[config.mk]
export PLATFORM = sky130hd
export DESIGN_NAME = control_sequencer
export DESIGN_NICKNAME = d
export VERILOG_FILES = /design/src/rtl/control_sequencer.sv
export SDC_FILE = /design/constraint.sdc
export NUM_CORES = 1
export LEC_CHECK = 0
export BUFFER_PORTS_ARGS = -buffer_cell sky130_fd_sc_hd__buf_2
export CAP_MARGIN = 20
export CORE_AREA = 2 2 39 41
export CTS_BUF_LIST = sky130_fd_sc_hd__clkbuf_4
export CTS_CLUSTER_DIAMETER = 120
export DETAILED_ROUTE_END_ITERATION = 6
export DIE_AREA = 0 0 41 43
export PLACE_DENSITY = 0.83
export SETUP_SLACK_MARGIN = 0.02
export SLEW_MARGIN = 20
export SYNTH_ARGS = -nofsm -noshare
export SYNTH_HDL_FRONTEND = slang
export SYNTH_SLANG_ARGS = --single-unit
export TNS_END_PERCENT = 1
[constraint.sdc]
create_clock -name clk -period 1.8 [get_ports clk]
set_input_delay 0.27 -clock clk [delete_from_list [all_inputs] [get_ports clk]]
set_output_delay 0.27 -clock clk [all_outputs]
set_load 0.02 [all_outputs]
[src/rtl/control_sequencer.sv]
// rtl/control_sequencer.sv - hardwired fetch / register-ALU control sequencer
//
// Drives the datapath control strobes for instruction fetch and for
// three-register ALU instructions, plus register-file select strobes.
//
// Ports:
//   clk        system clock, rising edge
//   clr        asynchronous reset, active low
//   ir         instruction register (op = ir[31:27], Ra/Rb/Rc below it)
//   mem_ready  memory read data valid this cycle
//   PCout, Zlowout, MDRout, Rout            bus drive enables
//   MARin, Zin, PCin, MDRin, IRin, Yin, Rin register load enables
//   IncPC      ALU computes bus + 1
//   Read       memory read request
//   Gra, Grb, Grc  register-file field selects
//   alu_op     ALU operation code (valid in T4 only)
//   run        high while sequencing, low in HALT and while clr is low
//   illegal    one-cycle pulse on an unsupported opcode

module control_sequencer #(
    parameter logic [4:0] ALU_LO  = 5'b00011,
    parameter logic [4:0] ALU_HI  = 5'b01010,
    parameter logic [4:0] HALT_OP = 5'b11011
) (
    input  logic        clk,
    input  logic        clr,
    input  logic [31:0] ir,
    input  logic        mem_ready,
    output logic        PCout,
    output logic        Zlowout,
    output logic        MDRout,
    output logic        MARin,
    output logic        Zin,
    output logic        PCin,
    output logic        MDRin,
    output logic        IRin,
    output logic        Yin,
    output logic        IncPC,
    output logic        Read,
    output logic        Gra,
    output logic        Grb,
    output logic        Grc,
    output logic        Rin,
    output logic        Rout,
    output logic [4:0]  alu_op,
    output logic        run,
    output logic        illegal
);

    typedef enum logic [2:0] {
        S_RST  = 3'd0,
        S_T0   = 3'd1,
        S_T1   = 3'd2,
        S_T2   = 3'd3,
        S_T3   = 3'd4,
        S_T4   = 3'd5,
        S_T5   = 3'd6,
        S_HALT = 3'd7
    } state_t;

    state_t     state;
    logic [4:0] opcode;
    logic       op_is_alu;
    logic       op_is_halt;

    assign opcode     = ir[31:27];
    assign op_is_alu  = (opcode >= ALU_LO) && (opcode <= ALU_HI);
    assign op_is_halt = (opcode == HALT_OP);

    always_ff @(posedge clk or negedge clr) begin
        if (!clr) begin
            state <= S_RST;
        end else begin
            case (state)
                S_RST:   state <= S_T0;
                S_T0:    state <= S_T1;
                // Fetch stalls here until memory returns the word.
                S_T1:    state <= mem_ready ? S_T2 : S_T1;
                S_T2:    state <= S_T3;
                S_T3: begin
                    if (op_is_alu)       state <= S_T4;
                    else if (op_is_halt) state <= S_HALT;
                    else                 state <= S_T0;
                end
                S_T4:    state <= S_T5;
                S_T5:    state <= S_T0;
                S_HALT:  state <= S_HALT;
                default: state <= S_RST;
            endcase
        end
    end

    // Outputs decode straight from the state register (plus mem_ready in T1
    // and the opcode in T3/T4), so an asynchronous clr drops every strobe
    // in the same instant the state falls back to RST.
    always_comb begin
        PCout   = 1'b0;
        Zlowout = 1'b0;
        MDRout  = 1'b0;
        MARin   = 1'b0;
        Zin     = 1'b0;
        PCin    = 1'b0;
        MDRin   = 1'b0;
        IRin    = 1'b0;
        Yin     = 1'b0;
        IncPC   = 1'b0;
        Read    = 1'b0;
        Gra     = 1'b0;
        Grb     = 1'b0;
        Grc     = 1'b0;
        Rin     = 1'b0;
        Rout    = 1'b0;
        alu_op  = 5'd0;
        run     = 1'b0;
        illegal = 1'b0;
        case (state)
            // RST is also the state held while clr is low; run only rises
            // once clr has been released.
            S_RST: run = clr;
            S_T0: begin
                run   = 1'b1;
                PCout = 1'b1;
                MARin = 1'b1;
                IncPC = 1'b1;
                Zin   = 1'b1;
            end
            S_T1: begin
                run   = 1'b1;
                Read  = 1'b1;
                MDRin = 1'b1;
                // PC+1 is committed only on the cycle the fetch completes,
                // so PCin fires once per fetch however long the stall.
                Zlowout = mem_ready;
                PCin    = mem_ready;
            end
            S_T2: begin
                run    = 1'b1;
                MDRout = 1'b1;
                IRin   = 1'b1;
            end
            S_T3: begin
                run = 1'b1;
                if (op_is_alu) begin
                    Grb  = 1'b1;
                    Rout = 1'b1;
                    Yin  = 1'b1;
                end else if (!op_is_halt) begin
                    illegal = 1'b1;
                end
            end
            S_T4: begin
                run    = 1'b1;
                Grc    = 1'b1;
                Rout   = 1'b1;
                Zin    = 1'b1;
                alu_op = opcode;
            end
            S_T5: begin
                run     = 1'b1;
                Zlowout = 1'b1;
                Gra     = 1'b1;
                Rin     = 1'b1;
            end
            S_HALT: run = 1'b0;
            default: run = 1'b0;
        endcase
    end

endmodule

; ---- Yosys cells after proc, flatten, opt, wreduce, memory -nomap -nowiden
; Index checks and enable logic that the tools add are counted.
[op_classes]
n_bitwise = 0
n_addsub = 0
multipliers = 0
n_reduce_logical = 5
n_shift = 0
n_mux = 20
div = 0
n_lt_le_gt_ge = 2
n_eq_ne = 8
[ops]
columns = cell, count
row1 = $pmux 3 s7, 1
row2 = $mux 1, 13
row3 = $eq 3x3->1 const B, 4
row4 = $eq 3x2->1 const B, 2
row5 = $mux 3, 2
row6 = $reduce_or 6->1, 1
row7 = $eq 5x5->1 const B, 1
row8 = $ge 5x2->1 const B, 1
row9 = $le 5x4->1 const B, 1
row10 = $mux 5, 1
row11 = $pmux 1 s2, 2
row12 = $reduce_or 2->1, 2
row13 = $eq 3x1->1 const B, 1
row14 = $logic_not 3->1, 1
row15 = $pmux 1 s3, 1
row16 = $logic_and 1x1->1, 1
[word_totals]
reg_bits = 3
mem_bits_ro = 0
n_memories = 0
output_inout_bits = 23
wordCells = 36
mem_bits_rw = 0
latchBits = 0

; ---- Depth between registers and ports, before layout
; Gate-level depths: netlist of the first run.
[logic_depth]
word_depth = 4
mapped_depth = 4
depth_no_buf = 3

; ---- Worst setup path after synthesis of the first run
; No wires, ideal clock.
[synth_path]
path_kind = register to output
startpoint = register state[2]
endpoint = output MARin
n_path_buf = 3
path_slack_ns = 0.079
stages_incl_launch_ff = 5
arrival_ns = 1.451
cell_sequence = dfrtp_1 buf_6 buf_2 nor3_1 buf_4
[synth_via]
elab_chain_cells = 2
[synth_rtl]
columns = element, line
row1 = from (decl), 61  ; state_t state;
row2 = from (signal assigned), 78  ; S_T1: state <= mem_ready ? S_T2 : S_T1;
row3 = $eq 3x1->1, --
row4 = $mux 1, --
row5 = to (decl), 32  ; output logic MARin,
; Every way passes these cells.

; ---- Final worst setup path of the first run
[layout_path]
startpoint = register state[1]
endpoint = output Rout
[layout_via]
elab_chain_cells = 2
word_cells_on_any_way = 3
cone_classes = eq/ne: 2 / mux: 1
[layout_rtl]
columns = element, line
row1 = $eq 3x3->1, 116  ; case (state)
row2 = $pmux 1 s2 (*), 116
row3 = to (decl), 44  ; output logic Rout,
; Mark *: on every way between the ends. The rest lies on a longest branch, timed or not.

==> results of run 1 <==
-- layer usage --
layer	global-route usage (%)	up-vias	share of wire, %
met5	0	-	0
met4	12.0	0	2.3
met3	1.57	3	7.9
met2	17.8	19	52
met1	12.7	216	38
li1	-	233	-
-- cells in the mapped netlist, drive strengths merged (2+ instances only) --
cell type  instances  share of area (%)
xor2               2                4.1
inv                3                2.6
nand2              2                1.8
buf               10                 19
nor2               5                4.4
and3               7                 11
a21oi              2                2.3
o21ai              2                2.3
dfrtp              3                 18
-- worst min path at each step --
| stage | from | endpoint | slack [ns] |
|---|---|---|---|
| final | mem_ready | state[0]$_DFF_PN0_ | 0.35 |
| after global routing | mem_ready | state[0]$_DFF_PN0_ | 0.38 |
| after CTS | clr | state[1]$_DFF_PN0_ | 0.36 |
| after detailed placement | clr | state[2]$_DFF_PN0_ | 0.08 |
| after global placement | clr | state[0]$_DFF_PN0_ | 0.07 |
| after floorplan | clr | state[0]$_DFF_PN0_ | -0.03 |
-- cells by family (layout without fill, tap and decap cells) --
group / count (synthesis) / count (layout) / share of synthesized area, %
AO/OA/AOI/OAI: 9 / 9 / 16.1
XOR/XNOR: 2 / 2 / 4.11
buffers and inverters: 13 / 39 / 21.4
flip-flops: 3 / 3 / 17.6
multiplexers: 1 / 1 / 2.35
AND/OR/NAND/NOR: 25 / 25 / 38.4
-- area by class of cell --
class | instances | area share, %
timing repair buffer | 32 | 29.6
clock buffer | 4 | 5.31
inverter | 3 | 1.99
tap | 16 | 3.54
multi-input combinational | 37 | 46.0
sequential | 3 | 13.5
-- metrics by stage --
step,std cells,hold slack [ns]
global route,95,0.381
finish,95,0.353
global placement,90,0.0697
CTS,95,0.357
detailed placement,90,0.0773
floorplan,53,-0.0256
-- worst register-to-register path: stages (launching register included) --
cell and delay (ns):
dfrtp_1 0.44, buf_4 0.20, and4b_1 0.20, nand3_1 0.09
a22oi_1 0.19
-- report_power, final --
part	switching [mW]	leakage (nW)	internal [mW]
Sequential	0	0.0259	0.0679
Combinational	0.0171	0.326	0.0141
Clock	0.0360	0.0184	0.0981
-- what timing repair did --
item                                   4_1_cts  5_1_grt
resized for setup                            0        1
hold buffers                                 1        0
endpoints found under the hold margin        3        0
setup endpoints to repair                    0        2
==> results.json, run 1 <==
{
  "rsz0062_at_grt": "false",
  "crit_path_max_incr_delay_ns": 0.48,
  "cp.depth": 4,
  "core-area_um2": 1380,
  "postCtsSetupBuffers": 0,
  "path_clk_slew_ns": 0.03,
  "htree_levels": 1,
  "reg_top3": "state: 3 flops",
  "grt_pass1_vias": 370,
  "p_per_area_nw_per_um2": 412,
  "max_freq_mhz": 612,
  "ant_nets": 0,
  "wl_per_cell_um": 10.0,
  "numCtsBuffers": 3,
  "antenna_found_initial": 0,
  "worstSetupStartpointType": "flop",
  "end_kind": "output port",
  "synth_edf_count": 0,
  "fin_worst_skew_ns": 0.000681,
  "grt_pass1_wl_um": 1370,
  "stdcell_area_um2": 566,
  "grt_overflow": 0,
  "syn_inst": 53,
  "critical_path.endpoint": "Rout",
  "hold_path_depth": 3,
  "r2r_slack_ns": 0.59,
  "clk_latency_ns": 0.24,
  "largest_reg_flops": 3,
  "worstSetupPathType": "reg -> out",
  "mostFrequentLayoutCell": "buf_2",
  "setup_tns_ns": 0,
  "fp-row-count": 14,
  "ir_drop_mv": 0.119,
  "fin_nets": 115,
  "layout-drive-gt1-share_pct": 53.2,
  "status": "finished, final reports clean",
  "grt_usage_pct": 11.8,
  "vias": 471,
  "viasPerCell": 4.96,
  "place.detailed.hpwl_um": 771,
  "mostFrequentLayoutCells": "buf_2, and3_1, nor2_1, clkbuf_4, inv_1",
  "min_path_type": "in -> reg",
  "top_register": "state",
  "die_area_um2": 1760,
  "cts_root_buffer": "clkbuf_4",
  "power.total_mw": 0.233,
  "place_ws_ns": 0.350,
  "multi_input_comb_area_um2": 260,
  "p_leak_nw": 0.370,
  "finalWorstSetupSlack_ns": 0.166,
  "worstPathMaxFanout": 12,
  "crit_slowest_cell": "dfrtp_2",
  "crit_path_start": "state[1]$_DFF_PN0_",
  "layout.area.seq_um2": 76.3,
  "min_period_over_period_pct": 90.8,
  "syn_nets": 88,
  "grt_max_degree": 13,
  "finish.utilization_pct": 40.9,
  "path_buf_inv": 1,
  "syn2layout_area_growth_pct": 32.6,
  "r2r_end": "state[1]$_DFF_PN0_",
  "die_x_um": 41,
  "ioPinCount": 58,
  "async_flop_share_pct": 100,
  "antennaDiodeCount": 0,
  "cts_tree": "yes",
  "cts.sinks": 3,
  "setup_viol": 0,
  "worstMarginPinSlew_ns": 0.275,
  "die_h_um": 43,
  "r2r.worst_path.cells": 4,
  "placed_area_um2": 524,
  "yosysUniqueCellTypes": 29,
  "wl_um": 953,
  "synth.avg_cell_area_um2": 8.05,
  "drc": 0,
  "synth_seq_cells": 3,
  "clockBufferDepth": 2,
  "r2r_start": "state[2]$_DFF_PN0_",
  "hold_viol": 0,
  "drt-pass1-iter-count": 4,
  "relSlewSlack_pct": 81.6,
  "ys.flop_type": "dfrtp_1",
  "place.gp.congestion": 0.706,
  "cp_cell_sequence": "and2b_4, nand2_1, o41ai_2, buf_2",
  "first_iter_violations": 13,
  "port_buffers": 30,
  "ys_warn_count": 0,
  "min_period_ns": 1.63,
  "n_fill_cell": 149,
  "drv_slew": 0,
  "syn-cell-area_um2": 427,
  "required_ns": 1.53,
  "initial_core_util_pct": 30.8,
  "cp.arrival_ns": 1.36,
  "yosysSeqAreaShare_pct": 17.6,
  "cp_top_family": "flip-flops",
  "cap_violations": 0
}
No activity file was read; power rests on OpenSTA's default activity.
==> run 2: changes to the inputs <==
--- a/config.mk
+++ b/config.mk
@@ -7,11 +7,10 @@
 export LEC_CHECK = 0
 export BUFFER_PORTS_ARGS = -buffer_cell sky130_fd_sc_hd__buf_2
 export CAP_MARGIN = 20
-export CORE_AREA = 2 2 39 41
-export CTS_BUF_LIST = sky130_fd_sc_hd__clkbuf_4
+export CORE_UTILIZATION = 32
+export CTS_BUF_LIST = sky130_fd_sc_hd__clkbuf_4 sky130_fd_sc_hd__clkbuf_8 sky130_fd_sc_hd__clkbuf_16
 export CTS_CLUSTER_DIAMETER = 120
 export DETAILED_ROUTE_END_ITERATION = 6
-export DIE_AREA = 0 0 41 43
 export PLACE_DENSITY = 0.83
 export SETUP_SLACK_MARGIN = 0.02
 export SLEW_MARGIN = 20
==> run 2 against run 1 <==
Against the previous run:
- die area shrank 16%
- sequential power is essentially flat
- sequential cell count is the same
- fmax shrank 3.0%
- largest cell class unchanged
==> results.json, run 2 (synthesis results as in run 1) <==
{
  "status": "finished, final reports clean",
  "largest_reg_flops": 3,
  "hold_viol": 0,
  "grt_pass1_vias": 360,
  "cap_violations": 0,
  "cp.arrival_ns": 1.41,
  "worstSetupPathType": "reg -> out",
  "core-area_um2": 1170,
  "crit_path_max_incr_delay_ns": 0.49,
  "worstSetupStartpointType": "flop",
  "setup_viol": 0,
  "antenna_found_initial": 0,
  "clk_latency_ns": 0.24,
  "path_buf_inv": 1,
  "place.detailed.hpwl_um": 748,
  "viasPerCell": 4.99,
  "layout-drive-gt1-share_pct": 54.4,
  "drv_slew": 0,
  "die_h_um": 38.5,
  "grt_max_degree": 13,
  "die_area_um2": 1480,
  "vias": 464,
  "first_iter_violations": 7,
  "finish.utilization_pct": 48.3,
  "die_x_um": 38.5,
  "drt-pass1-iter-count": 4,
  "initial_core_util_pct": 36.4,
  "crit_path_start": "state[1]$_DFF_PN0_",
  "worstPathMaxFanout": 12,
  "r2r.worst_path.cells": 3,
  "worstMarginPinSlew_ns": 0.291,
  "relSlewSlack_pct": 80.6,
  "ir_drop_mv": 0.186,
  "wl_um": 1070,
  "r2r_end": "state[1]$_DFF_PN0_",
  "fin_nets": 115,
  "max_freq_mhz": 594,
  "fin_worst_skew_ns": 0.00566,
  "cts_root_buffer": "clkbuf_4",
  "ant_nets": 0,
  "antennaDiodeCount": 0,
  "grt_overflow": 0,
  "cp_top_family": "flip-flops",
  "min_period_over_period_pct": 93.6,
  "setup_tns_ns": 0,
  "wl_per_cell_um": 11.5,
  "port_buffers": 30,
  "grt_usage_pct": 16.7,
  "reg_top3": "state: 3 flops",
  "multi_input_comb_area_um2": 263,
  "cp_cell_sequence": "and2b_4, nand2_1, o41ai_2, buf_2",
  "r2r_start": "state[2]$_DFF_PN0_",
  "numCtsBuffers": 3,
  "drc": 0,
  "min_period_ns": 1.68,
  "fp-row-count": 12,
  "top_register": "state",
  "layout.area.seq_um2": 76.3,
  "mostFrequentLayoutCells": "buf_2, and3_1, nor2_1, clkbuf_4, inv_1",
  "place.gp.congestion": 0.739,
  "cts_tree": "yes",
  "clockBufferDepth": 2,
  "n_fill_cell": 120,
  "mostFrequentLayoutCell": "buf_2",
  "cts.sinks": 3,
  "crit_slowest_cell": "dfrtp_2",
  "end_kind": "output port",
  "power.total_mw": 0.239,
  "grt_pass1_wl_um": 1590,
  "p_leak_nw": 0.370,
  "p_per_area_nw_per_um2": 423,
  "path_clk_slew_ns": 0.04,
  "min_path_type": "in -> async",
  "htree_levels": 1,
  "rsz0062_at_grt": "true",
  "required_ns": 1.53,
  "ioPinCount": 58,
  "r2r_slack_ns": 0.71,
  "syn2layout_area_growth_pct": 32.6
}
run 2: cell counts in the layout (fill, tap and decap cells not counted):
Identical to the previous run, type by type.
run 2: final cells by class:
type	instances	share of cell area [%]
Multi-Input combinational cell	37	46.5
Timing Repair Buffer	32	29.6
Sequential cell	3	13.5
Clock buffer	4	5.31
Tap cell	14	3.10
Inverter	3	1.99
run 2: timing repair:
action | 4_1_cts | 5_1_grt
gates resized for setup | 1 | 1
endpoints found under the hold margin | 3 | 0
buffers inserted | 0 | 0
setup endpoints to repair | 2 | 6
hold buffers | 1 | 0
run 2: metal layers:
layer	share of wire (%)	GRT usage, %	up-vias	wire length, µm
li1	-	-	238	-
met1	42	17.5	198	447
met2	51	28.3	28	541
met3	7.6	5.23	0	81
met4	0	10.3	0	0
met5	0	0	-	0
run 2: worst register-to-register path: cells and delay by family (launching register included):
kind | cells | cell delay (ns)
compound gates | 1 | 0.20
flops | 1 | 0.49
simple gates | 2 | 0.30
run 2: worst max path at each step:
stage | slack, ns | end | cells after the start
floorplan | 0.08 | MARin | 4
global placement | 0.34 | Rout | 4
detailed placement | 0.29 | Yin | 3
CTS | 0.04 | Rout | 4
global route | 0.002 | Grb | 3
finish | 0.12 | Rout | 4
run 2: power breakdown:
group          internal, mW  switching, mW
Combinational        0.0141         0.0178
Sequential           0.0678              0
Clock                0.0985         0.0411
Total                 0.180         0.0589
run 2: stage by stage:
| stage | hold slack (ns) | setup slack [ns] | instance area [µm²] | std cells |
|---|---|---|---|---|
| after floorplan | -0.0256 | 0.0793 | 427 | 53 |
| after global placement | 0.0713 | 0.339 | 522 | 88 |
| after detailed placement | 0.0715 | 0.291 | 522 | 88 |
| after CTS | 0.344 | 0.0362 | 564 | 93 |
| after global routing | 0.357 | 0.00160 | 566 | 93 |
| final | 0.356 | 0.115 | 566 | 93 |
==> run 3: changes to the inputs <==
--- a/config.mk
+++ b/config.mk
@@ -11,7 +11,8 @@
 export CTS_BUF_LIST = sky130_fd_sc_hd__clkbuf_4 sky130_fd_sc_hd__clkbuf_8 sky130_fd_sc_hd__clkbuf_16
 export CTS_CLUSTER_DIAMETER = 120
 export DETAILED_ROUTE_END_ITERATION = 6
-export PLACE_DENSITY = 0.83
+export GPL_ROUTABILITY_DRIVEN = 0
+export PLACE_DENSITY = 0.93
 export SETUP_SLACK_MARGIN = 0.02
 export SLEW_MARGIN = 20
 export SYNTH_ARGS = -nofsm -noshare
==> run 3 against run 2 <==
Against the previous run:
- utilization stayed put
- cell count stayed put
- register-to-register slack worse by 0.03 ns
- critical path depth stayed put
- via count is 0.22% higher
==> results.json, run 3 (synthesis results as in run 1) <==
{
  "layout-drive-gt1-share_pct": 54.4,
  "grt_usage_pct": 16.5,
  "worstSetupPathType": "reg -> out",
  "die_area_um2": 1480,
  "mostFrequentLayoutCell": "buf_2",
  "grt_pass1_wl_um": 1610,
  "antennaDiodeCount": 0,
  "drc": 0,
  "relSlewSlack_pct": 81.1,
  "worstSetupStartpointType": "flop",
  "postCtsSetupBuffers": 0,
  "wl_per_cell_um": 10.7,
  "power.total_mw": 0.231,
  "numCtsBuffers": 3,
  "antenna_found_initial": 0,
  "die_x_um": 38.5,
  "p_per_area_nw_per_um2": 408,
  "place.detailed.hpwl_um": 763,
  "max_freq_mhz": 604,
  "die_h_um": 38.5,
  "fin_worst_skew_ns": 0.000355,
  "hold_ws_ns": 0.345,
  "mostFrequentLayoutCells": "buf_2, and3_1, nor2_1, clkbuf_4, inv_1",
  "core-area_um2": 1170,
  "crit_path_max_incr_delay_ns": 0.48,
  "finalWorstSetupSlack_ns": 0.145,
  "setup_viol": 0,
  "first_iter_violations": 2,
  "crit_slowest_cell": "dfrtp_2",
  "syn2layout_area_growth_pct": 32.6,
  "top_register": "state",
  "ir_drop_mv": 0.206,
  "grt_pass1_vias": 390,
  "min_period_over_period_pct": 92.0,
  "required_ns": 1.53,
  "placed_area_um2": 522,
  "stdcell_area_um2": 566,
  "place_ws_ns": 0.333,
  "status": "finished, final reports clean",
  "p_leak_nw": 0.370,
  "viasPerCell": 5.00,
  "worstMarginPinSlew_ns": 0.283,
  "rsz0062_at_grt": "false",
  "setup_tns_ns": 0,
  "cp.arrival_ns": 1.39,
  "reg_top3": "state: 3 flops",
  "vias": 465,
  "cts_tree": "yes",
  "cp_cell_sequence": "and2b_4, nand2_1, o41ai_2, buf_2",
  "path_clk_slew_ns": 0.04,
  "cts.sinks": 3,
  "end_kind": "output port",
  "worstPathMaxFanout": 12,
  "grt_max_degree": 15,
  "cap_violations": 0,
  "hold_viol": 0,
  "ioPinCount": 58,
  "clockBufferDepth": 2,
  "min_path_type": "in -> reg",
  "fin_nets": 115,
  "ant_nets": 0,
  "cts_root_buffer": "clkbuf_4",
  "clk_latency_ns": 0.23,
  "largest_reg_flops": 3,
  "port_buffers": 30,
  "fp-row-count": 12,
  "grt_overflow": 0,
  "htree_levels": 1,
  "initial_core_util_pct": 36.4,
  "wl_um": 998,
  "drv_slew": 0,
  "n_fill_cell": 127,
  "min_period_ns": 1.66,
  "drt-pass1-iter-count": 2
}
## run 3: cell counts in the layout (fill, tap and decap cells not counted)
No cell type changed its count.
## run 3: metrics by stage
stage,utilization [%],cells
3_5_place_dp,44.6,88
5_1_grt,48.3,93
2_1_floorplan,-,53
3_3_place_gp,44.6,88
4_1_cts,48.0,93
6_report,48.3,93
## run 3: where the power goes
part / switching [mW] / leakage, nW / internal, mW
Combinational: 0.0173 / 0.326 / 0.0141
Sequential: 0 / 0.0259 / 0.0678
Clock: 0.0336 / 0.0184 / 0.0980
Total: 0.0509 / 0.370 / 0.180
## run 3: worst paths after layout
check                                    from                 end  slack (ns)  cells after the start
setup / recovery           state[1]$_DFF_PN0_                Rout        0.14                      4
max in group asynchronous                 clr  state[1]$_DFF_PN0_        1.29                      2
setup reg to reg           state[2]$_DFF_PN0_  state[1]$_DFF_PN0_        0.68                      4
hold / removal                      mem_ready  state[0]$_DFF_PN0_        0.34                      3
min in group asynchronous                 clr  state[0]$_DFF_PN0_        0.38                      2
hold reg to reg            state[1]$_DFF_PN0_  state[1]$_DFF_PN0_        0.64                      1
## run 3: what timing repair did
item,CTS,global route
resized for setup,0,2
hold endpoints to repair,3,0
setup endpoints to repair,0,3
hold buffers,1,0
## run 3: worst max-delay path: cells and delay by family (launching register included)
kind                   cells  cell delay (ns)
AO/OA/AOI/OAI              1             0.05
buffers and inverters      1             0.21
flip-flops                 1             0.48
AND/OR/NAND/NOR            2             0.41
## run 3: final cells by class
type	count	area [µm²]	share of cell area (%)
Timing Repair Buffer	32	168	29.6
Sequential cell	3	76.3	13.5
Multi-Input combinational cell	37	263	46.5
Tap cell	14	17.5	3.10
Clock buffer	4	30.0	5.31
Inverter	3	11.3	1.99
## run 3: metal layers
layer	global-route usage (%)	wire length, µm
met2	24.6	437
met4	15.5	25
met5	0	0
met1	19.2	454
met3	3.49	80
